===== config.mk =====
export PLATFORM = sky130hd
export DESIGN_NAME = rd_alu_issue
export DESIGN_NICKNAME = d
export VERILOG_FILES = /design/src/rtl/rd_pkg.sv /design/src/rtl/rd_fwd_mux.sv /design/src/rtl/rd_alu_issue.sv
export SDC_FILE = /design/constraint.sdc
export NUM_CORES = 1
export LEC_CHECK = 0
export BUFFER_PORTS_ARGS = -buffer_cell sky130_fd_sc_hd__buf_2
export CAP_MARGIN = 25
export CELL_PAD_IN_SITES_DETAIL_PLACEMENT = 0
export CELL_PAD_IN_SITES_GLOBAL_PLACEMENT = 1
export CORE_AREA = 2 2 196 198
export CTS_CLUSTER_DIAMETER = 80
export DETAILED_ROUTE_END_ITERATION = 16
export DIE_AREA = 0 0 198 200
export GPL_TIMING_DRIVEN = 0
export PLACE_DENSITY_LB_ADDON = 0.1
export SYNTH_ARGS = -nofsm -noshare
export SYNTH_HDL_FRONTEND = slang
export SYNTH_HIERARCHICAL = 1
export SYNTH_SLANG_ARGS = --single-unit

===== constraint.sdc =====
create_clock -name clk_in -period 2.78 [get_ports clk_in]
set_input_delay 0.139 -clock clk_in [delete_from_list [all_inputs] [get_ports clk_in]]
set_output_delay 0.139 -clock clk_in [all_outputs]
set_load 0.01 [all_outputs]

===== src/rtl/rd_pkg.sv =====
`default_nettype none
// ============================================================================
// Module  : rd_pkg
// Brief   : Shared ALU op codes, RV64 opcode/funct3 constants and types for
//           the issue stage and the ALU.
// Revision: 1.0 - initial release
// ============================================================================
package rd_pkg;

    typedef logic [3:0] alu_op_t;

    localparam alu_op_t ALU_ADD = 4'd0;
    localparam alu_op_t ALU_SUB = 4'd1;
    localparam alu_op_t ALU_AND = 4'd2;
    localparam alu_op_t ALU_OR  = 4'd3;
    localparam alu_op_t ALU_XOR = 4'd4;
    localparam alu_op_t ALU_SLL = 4'd5;
    localparam alu_op_t ALU_SRL = 4'd6;
    localparam alu_op_t ALU_SRA = 4'd7;

    localparam logic [6:0] OPC_OP     = 7'b0110011;
    localparam logic [6:0] OPC_OP_IMM = 7'b0010011;
    localparam logic [6:0] OPC_LUI    = 7'b0110111;
    localparam logic [6:0] OPC_AUIPC  = 7'b0010111;

    localparam logic [2:0] F3_ADD_SUB = 3'b000;
    localparam logic [2:0] F3_SLL     = 3'b001;
    localparam logic [2:0] F3_XOR     = 3'b100;
    localparam logic [2:0] F3_SRL_SRA = 3'b101;
    localparam logic [2:0] F3_OR      = 3'b110;
    localparam logic [2:0] F3_AND     = 3'b111;

endpackage
`default_nettype wire


===== src/rtl/rd_fwd_mux.sv =====
`default_nettype none
// ============================================================================
// Module  : rd_fwd_mux
// Brief   : Single-source operand select: x0, EX forward, MEM forward, or RF.
// Revision: 1.0 - initial release
// ============================================================================
module rd_fwd_mux
    import rd_pkg::*;
#(
    parameter int XLEN   = 64,
    parameter int REG_AW = 5
) (
    input  logic [REG_AW-1:0] rs_idx,
    input  logic [XLEN-1:0]   rf_data,
    input  logic              ex_en,
    input  logic [REG_AW-1:0] ex_rd,
    input  logic [XLEN-1:0]   ex_data,
    input  logic              ex_is_load,
    input  logic              mem_en,
    input  logic [REG_AW-1:0] mem_rd,
    input  logic [XLEN-1:0]   mem_data,
    output logic [XLEN-1:0]   fwd_data
);

    logic w_ex_hit;
    logic w_mem_hit;

    // A load in EX has no data yet; the hazard logic stalls instead.
    assign w_ex_hit  = ex_en && !ex_is_load && (ex_rd != '0) && (ex_rd == rs_idx);
    assign w_mem_hit = mem_en && (mem_rd != '0) && (mem_rd == rs_idx);

    always_comb begin
        fwd_data = rf_data;
        if (rs_idx == '0) begin
            fwd_data = '0;
        end else if (w_ex_hit) begin
            fwd_data = ex_data;
        end else if (w_mem_hit) begin
            fwd_data = mem_data;
        end
    end

endmodule
`default_nettype wire


===== src/rtl/rd_alu_issue.sv =====
`default_nettype none
// ============================================================================
// Module  : rd_alu_issue
// Brief   : RV64 integer issue stage: operand forwarding, load-use stall and
//           ALU op decode into a one-entry output register.
//           Optional macro RD_ISSUE_PERF_EN adds issue/stall counters.
// Revision: 1.0 - initial release
// ============================================================================
module rd_alu_issue
    import rd_pkg::*;
#(
    parameter int XLEN   = 64,
`ifdef RD_ISSUE_PERF_EN
    parameter int CNT_W  = 32,
`endif
    parameter int REG_AW = 5
) (
    input  logic              clk_in,
    input  logic              rst_in,
    input  logic              flush_in,
    input  logic              dec_valid_in,
    output logic              dec_ready_o,
    input  logic [31:0]       dec_instr_in,
    input  logic [XLEN-1:0]   dec_pc_in,
    input  logic [XLEN-1:0]   rs1_data_in,
    input  logic [XLEN-1:0]   rs2_data_in,
    input  logic              ex_fwd_en_in,
    input  logic [REG_AW-1:0] ex_fwd_rd_in,
    input  logic [XLEN-1:0]   ex_fwd_data_in,
    input  logic              ex_is_load_in,
    input  logic              mem_fwd_en_in,
    input  logic [REG_AW-1:0] mem_fwd_rd_in,
    input  logic [XLEN-1:0]   mem_fwd_data_in,
    output logic              alu_valid_o,
    input  logic              alu_ready_in,
    output logic [XLEN-1:0]   A_o,
    output logic [XLEN-1:0]   B_o,
    output logic [3:0]        op_o,
    output logic [REG_AW-1:0] rd_o,
    output logic              wb_en_o,
`ifdef RD_ISSUE_PERF_EN
    output logic [CNT_W-1:0]  perf_issued_o,
    output logic [CNT_W-1:0]  perf_stall_o,
`endif
    output logic              illegal_o
);

    logic [6:0]        w_opcode;
    logic [2:0]        w_funct3;
    logic              w_alt;
    logic [REG_AW-1:0] w_rs1;
    logic [REG_AW-1:0] w_rs2;
    logic [REG_AW-1:0] w_rd;
    logic [XLEN-1:0]   w_imm_i;
    logic [XLEN-1:0]   w_imm_u;
    logic [XLEN-1:0]   w_rs1_val;
    logic [XLEN-1:0]   w_rs2_val;
    logic              w_is_op;
    logic              w_is_op_imm;
    logic              w_hazard;
    logic              w_accept;
    logic              w_legal;
    logic              w_shift;
    alu_op_t           w_op;
    logic [XLEN-1:0]   w_a;
    logic [XLEN-1:0]   w_b;

    logic              r_valid;
    logic [XLEN-1:0]   r_a;
    logic [XLEN-1:0]   r_b;
    alu_op_t           r_op;
    logic [REG_AW-1:0] r_rd;
    logic              r_wb_en;
    logic              r_illegal;

    assign w_opcode    = dec_instr_in[6:0];
    assign w_rd        = dec_instr_in[11:7];
    assign w_funct3    = dec_instr_in[14:12];
    assign w_rs1       = dec_instr_in[19:15];
    assign w_rs2       = dec_instr_in[24:20];
    assign w_alt       = dec_instr_in[30];
    assign w_imm_i     = {{(XLEN-12){dec_instr_in[31]}}, dec_instr_in[31:20]};
    assign w_imm_u     = {{(XLEN-32){dec_instr_in[31]}}, dec_instr_in[31:12], 12'b0};
    assign w_is_op     = (w_opcode == OPC_OP);
    assign w_is_op_imm = (w_opcode == OPC_OP_IMM);

    rd_fwd_mux #(.XLEN(XLEN), .REG_AW(REG_AW)) u_fwd_rs1 (
        .rs_idx     (w_rs1),
        .rf_data    (rs1_data_in),
        .ex_en      (ex_fwd_en_in),
        .ex_rd      (ex_fwd_rd_in),
        .ex_data    (ex_fwd_data_in),
        .ex_is_load (ex_is_load_in),
        .mem_en     (mem_fwd_en_in),
        .mem_rd     (mem_fwd_rd_in),
        .mem_data   (mem_fwd_data_in),
        .fwd_data   (w_rs1_val)
    );

    rd_fwd_mux #(.XLEN(XLEN), .REG_AW(REG_AW)) u_fwd_rs2 (
        .rs_idx     (w_rs2),
        .rf_data    (rs2_data_in),
        .ex_en      (ex_fwd_en_in),
        .ex_rd      (ex_fwd_rd_in),
        .ex_data    (ex_fwd_data_in),
        .ex_is_load (ex_is_load_in),
        .mem_en     (mem_fwd_en_in),
        .mem_rd     (mem_fwd_rd_in),
        .mem_data   (mem_fwd_data_in),
        .fwd_data   (w_rs2_val)
    );

    // Source usage is by opcode only, so an unsupported OP funct3 can still stall.
    assign w_hazard = ex_is_load_in && (ex_fwd_rd_in != '0) &&
                      (((w_is_op || w_is_op_imm) && (w_rs1 == ex_fwd_rd_in)) ||
                       (w_is_op && (w_rs2 == ex_fwd_rd_in)));

    assign dec_ready_o = (!r_valid || alu_ready_in) && !w_hazard && !flush_in;
    assign w_accept    = dec_valid_in && dec_ready_o;

    always_comb begin
        w_legal = 1'b0;
        w_shift = 1'b0;
        w_op    = ALU_ADD;
        w_a     = '0;
        w_b     = '0;
        if (w_is_op || w_is_op_imm) begin
            w_legal = 1'b1;
            w_a     = w_rs1_val;
            w_b     = w_is_op ? w_rs2_val : w_imm_i;
            case (w_funct3)
                F3_ADD_SUB: w_op = (w_is_op && w_alt) ? ALU_SUB : ALU_ADD;
                F3_AND:     w_op = ALU_AND;
                F3_OR:      w_op = ALU_OR;
                F3_XOR:     w_op = ALU_XOR;
                F3_SLL: begin
                    w_op    = ALU_SLL;
                    w_shift = 1'b1;
                end
                F3_SRL_SRA: begin
                    w_op    = w_alt ? ALU_SRA : ALU_SRL;
                    w_shift = 1'b1;
                end
                default:    w_legal = 1'b0;
            endcase
        end else if (w_opcode == OPC_LUI) begin
            w_legal = 1'b1;
            w_b     = w_imm_u;
        end else if (w_opcode == OPC_AUIPC) begin
            w_legal = 1'b1;
            w_a     = dec_pc_in;
            w_b     = w_imm_u;
        end
        if (w_shift) begin
            w_b = {{(XLEN-6){1'b0}}, w_b[5:0]};
        end
        if (!w_legal) begin
            w_op = ALU_ADD;
            w_a  = '0;
            w_b  = '0;
        end
    end

    // Consume-and-accept in the same cycle overwrites the entry without a bubble.
    always_ff @(posedge clk_in) begin
        if (rst_in) begin
            r_valid   <= 1'b0;
            r_a       <= '0;
            r_b       <= '0;
            r_op      <= ALU_ADD;
            r_rd      <= '0;
            r_wb_en   <= 1'b0;
            r_illegal <= 1'b0;
        end else begin
            r_illegal <= w_accept && !w_legal;
            if (flush_in) begin
                r_valid <= 1'b0;
            end else if (w_accept) begin
                r_valid <= 1'b1;
                r_a     <= w_a;
                r_b     <= w_b;
                r_op    <= w_op;
                r_rd    <= w_rd;
                r_wb_en <= w_legal && (w_rd != '0);
            end else if (alu_ready_in) begin
                r_valid <= 1'b0;
            end
        end
    end

    assign alu_valid_o = r_valid;
    assign A_o         = r_a;
    assign B_o         = r_b;
    assign op_o        = r_op;
    assign rd_o        = r_rd;
    assign wb_en_o     = r_wb_en;
    assign illegal_o   = r_illegal;

`ifdef RD_ISSUE_PERF_EN
    logic [CNT_W-1:0] r_perf_issued;
    logic [CNT_W-1:0] r_perf_stall;

    always_ff @(posedge clk_in) begin
        if (rst_in) begin
            r_perf_issued <= '0;
            r_perf_stall  <= '0;
        end else begin
            if (w_accept && (r_perf_issued != '1)) begin
                r_perf_issued <= r_perf_issued + 1'b1;
            end
            if (dec_valid_in && w_hazard && (r_perf_stall != '1)) begin
                r_perf_stall <= r_perf_stall + 1'b1;
            end
        end
    end

    assign perf_issued_o = r_perf_issued;
    assign perf_stall_o  = r_perf_stall;
`endif

endmodule
`default_nettype wire


==> run_results.csv <==
group,metric,value,unit
timing,finalMaxSlewViolations,0,
yosys,yosys_warnings,6,
route,via_count,15300,
route,dr.first_iter.drc_count,1183,
yosys,avgSynthCellArea,8.19,sq um
route,antenna_left,0,
finish,fillers,3974,
yosys,async_flop_share,0,%
timing,fin_crit,2.75,ns
timing,whs,0.0129,ns
timing,timing.fmax,0.364,GHz
timing,fin_crit_sh,98.9,%
route,route.met2.wl,32400,microns
clocking,cts.clk_slew.worst_paths,0.07,ns
clocking,numCtsBuffers,17,
grt,grt_pass1_vias,15100,
route,routed-wl-met3,5270,microns
die,die_area,39600,sq um
die,die_y,200,microns
timing,slew_headroom,36.3,%
yosys,synth_cell_types,55,
route,drc,0,
clocking,cts_tree,"built",
outcome,status,"finished clean",
worst_hold_path,hold_path_end,"B_o[8]$_SDFFE_PP0P_",
grt,grt_overflow,0,
finish,finalNetCount,2406,
placement,gp_congestion,0.949,
route,dr.pass1.iters,5,
route,vias_per_cell,5.95,
clocking,clock_sinks,139,
timing,tightest_slew,0.954,ns
power,p_leak,6.02,nW
worst_hold_path,hold_start,"dec_instr_in[28]",
yosys,seq_area_frac_synth,22.7,%
grt,grtUsageTotal,32.8,%
setup_path,reg2reg_from,"alu_valid_o$_SDFFE_PP0P_",
yosys,syn-num-nets,1869,
clocking,clk_path_buf_depth,2,
yosys,synth_edf_count,0,
clocking,clk_latency,0.47,ns
clocking,htree_levels,4,
setup_path,rr_endpoint,"A_o[11]$_SDFFE_PP0P_",
die,fp-row-count,71,
setup_path,crit_path_max_fanout,10,
setup_path,path_cells,"buf_2 > xor2_1 > a2111o_1 > clkbuf_1 > clkbuf_1 > nor4_1 > a311oi_2 > a22o_1 > a211oi_1 > a211oi_1",
timing,setup_viol,0,
setup_path,critPathMaxStageDelay,0.58,ns
setup_path,reg2reg_slack,0.27,ns
yosys,ys.flop_type,"dfxtp_1",
yosys,netlist_area,12300,sq um
setup_path,end_kind,"register",
run,cap_violations,0,
timing,tns,0,ns
placement,io_buffers,508,
power,peakVddDrop,0.000396,V
setup_path,r2r_cells,8,
timing,hold_viol,0,
worst_hold_path,hold_path_depth,3,
route,wl,67200,microns
route,avgRoutedWirePerCell,26.0,microns
power,cellPowerDensity,402,nW/um^2
setup_path,cp.arrival,3.06,ns
die,coreArea,37400,sq um
finish,syn_to_final_growth,32.4,%
placement,hpwl,53900,microns
setup_path,critical_path_class,"in -> reg",
setup_path,cp_data_required_time,3.09,ns
grt,antenna_found_initial,22,
setup_path,start_kind,"primary input",
die,initial_utilization,32.8,%
timing,grt_setup_unrepaired,"no",
yosys,synth_seq_cells,139,
route,top_layer_used,"met5",
route,wirelength_met1,27400,microns
die,fp.dieW,198,microns
clocking,cts_root_buf,"clkbuf_16",
grt,grt_max_degree,17,
worst_hold_path,hp-class,"in -> reg",
grt,grt_pass1_wl,95600,microns
power,power.total,0.00654,W
setup_path,slowest_stage,"a211oi_1",
die,ios,511,
finish,drive_above_1_share,39.0,%
yosys,netlist_instances,1499,
timing,fin_skew,0.00734,ns
[placed cells by master (no fill, tap or decap), types with 8 or more instances in the layout]
master       n
dfxtp_1    139
nand2_1     10
diode_2     21
xnor2_1     25
nor4_1     129
a311oi_2   120
a311oi_1     8
mux2i_1     11
or4_1        8
clkbuf_16   17
a22o_1      64
a32oi_1      8
a211oi_2    42
o32ai_1     13
buf_1       24
nand2b_1    26
a32o_1      19
nand4_1      8
o21ai_0    162
a221oi_1    33
inv_1      135
nand3_1    138
buf_2      572
clkbuf_1   108
buf_6       18
a211oi_1   124
[cells in the mapped netlist, types with 2 or more instances]
library cell / count / share of area, %
o21ai_0: 162 / 6.6
dfxtp_1: 139 / 23
nand3_1: 138 / 5.6
inv_1: 135 / 4.1
nor4_1: 129 / 6.6
a211oi_1: 126 / 7.7
a311oi_2: 120 / 15
clkbuf_1: 109 / 3.3
a22o_1: 64 / 4.6
buf_2: 64 / 2.6
a211oi_2: 40 / 4.1
a221oi_1: 33 / 2.4
nand2b_1: 26 / 1.3
xnor2_1: 25 / 1.8
buf_1: 24 / 0.73
a32o_1: 19 / 1.5
buf_6: 17 / 1.6
o32ai_1: 13 / 0.93
mux2i_1: 11 / 0.90
nand2_1: 10 / 0.31
a311oi_1: 8 / 0.57
a32oi_1: 8 / 0.57
nand4_1: 8 / 0.41
or4_1: 8 / 0.49
and3_1: 6 / 0.31
a211o_1: 5 / 0.36
nor3b_1: 5 / 0.31
nor2_1: 4 / 0.12
a21o_1: 3 / 0.18
a21oi_1: 3 / 0.12
buf_4: 3 / 0.18
xor2_1: 3 / 0.21
a2111o_1: 2 / 0.18
and2_1: 2 / 0.10
and4_1: 2 / 0.14
nor2b_1: 2 / 0.10
o211a_1: 2 / 0.16
o211ai_2: 2 / 0.20
o21a_1: 2 / 0.12
or3_1: 2 / 0.10
[metrics by stage]
step | util (%) | setup slack [ns] | cells | area (sq um)
final | 43.5 | 0.0296 | 2581 | 16300
after global routing | 43.4 | 0.00794 | 2573 | 16200
after CTS | 43.2 | 0.0141 | 2555 | 16100
after detailed placement | 41.4 | -0.443 | 2520 | 15500
after global placement | 41.3 | -0.559 | 2518 | 15500
after floorplan | - | 0.522 | 1499 | 12300
[kinds of logic (layout without fill, tap and decap cells)]
group / after synthesis / count (layout) / synth area share (%)
compound gates: 620 / 620 / 45.6
buf+inv: 352 / 902 / 12.5
simple gates: 348 / 348 / 16.3
flops: 139 / 139 / 22.7
xor+xnor: 28 / 28 / 2.00
mux: 11 / 11 / 0.897
other cells: 1 / 22 / 0.0305
[registers in the layout, indices dropped and copies added, names as in the netlist]
name / count
A_o: 64
B_o: 64
rd_o: 5
op_o: 3
alu_valid_o: 1
illegal_o: 1
wb_en_o: 1
[worst max-delay path: cells and delay by family]
family	cells	cell delay, ns
xor gates and xnor gates	1	0.18
buffers and inverters	3	0.88
AOI/OAI and AO/OA	5	1.43
and+or+nand+nor	1	0.43
[worst max-delay path by stage]
stage                             start              endpoint  slack, ns  depth (start not counted)
4_1_cts        alu_valid_o$_SDFFE_PP0P_  A_o[52]$_SDFFE_PP0P_       0.01                          7
3_3_place_gp           dec_instr_in[16]  A_o[10]$_SDFFE_PP0P_      -0.56                          8
6_report               dec_instr_in[16]  A_o[10]$_SDFFE_PP0P_       0.03                         10
3_5_place_dp           dec_instr_in[21]  B_o[23]$_SDFFE_PP0P_      -0.44                         11
2_1_floorplan          mem_fwd_rd_in[1]  B_o[29]$_SDFFE_PP0P_       0.52                         10
5_1_grt                dec_instr_in[16]  A_o[11]$_SDFFE_PP0P_      0.008                         10
[metal layers]
layer / track usage [%] / vias to the layer above
met4: 12.9 / 4
met2: 55.7 / 747
met5: 0 / -
met3: 7.11 / 114
li1: - / 7049
met1: 40.5 / 7434
[cell type report]
cell class              instances  area (sq um)  area share [%]
diodes                         21          52.6           0.323
plain buffers                 217          1030            6.36
clock buffers                  18           439            2.70
clock inverters                14           195            1.20
inverters                     135           507            3.12
multi-input cells            1008          7960            49.0
flip-flops and latches        139          2780            17.1
well taps                     511           639            3.93
repair buffers                518          2640            16.3
[power by group]
| part | internal [W] | switching, W | leakage [nW] |
|---|---|---|---|
| logic | 0.000694 | 0.00111 | 4.58 |
| registers | 0.00210 | 0.0000623 | 1.14 |
| clock network | 0.00153 | 0.00104 | 0.299 |
| total | 0.00432 | 0.00222 | 6.02 |
[repair_timing]
action                     4_1_cts  5_1_grt
setup endpoints to repair        0        7
hold endpoints to repair         3        0
resized for setup                0        4
hold buffers                     3        0
buffers inserted                 0        4
(Power assumes the default switching activity.)
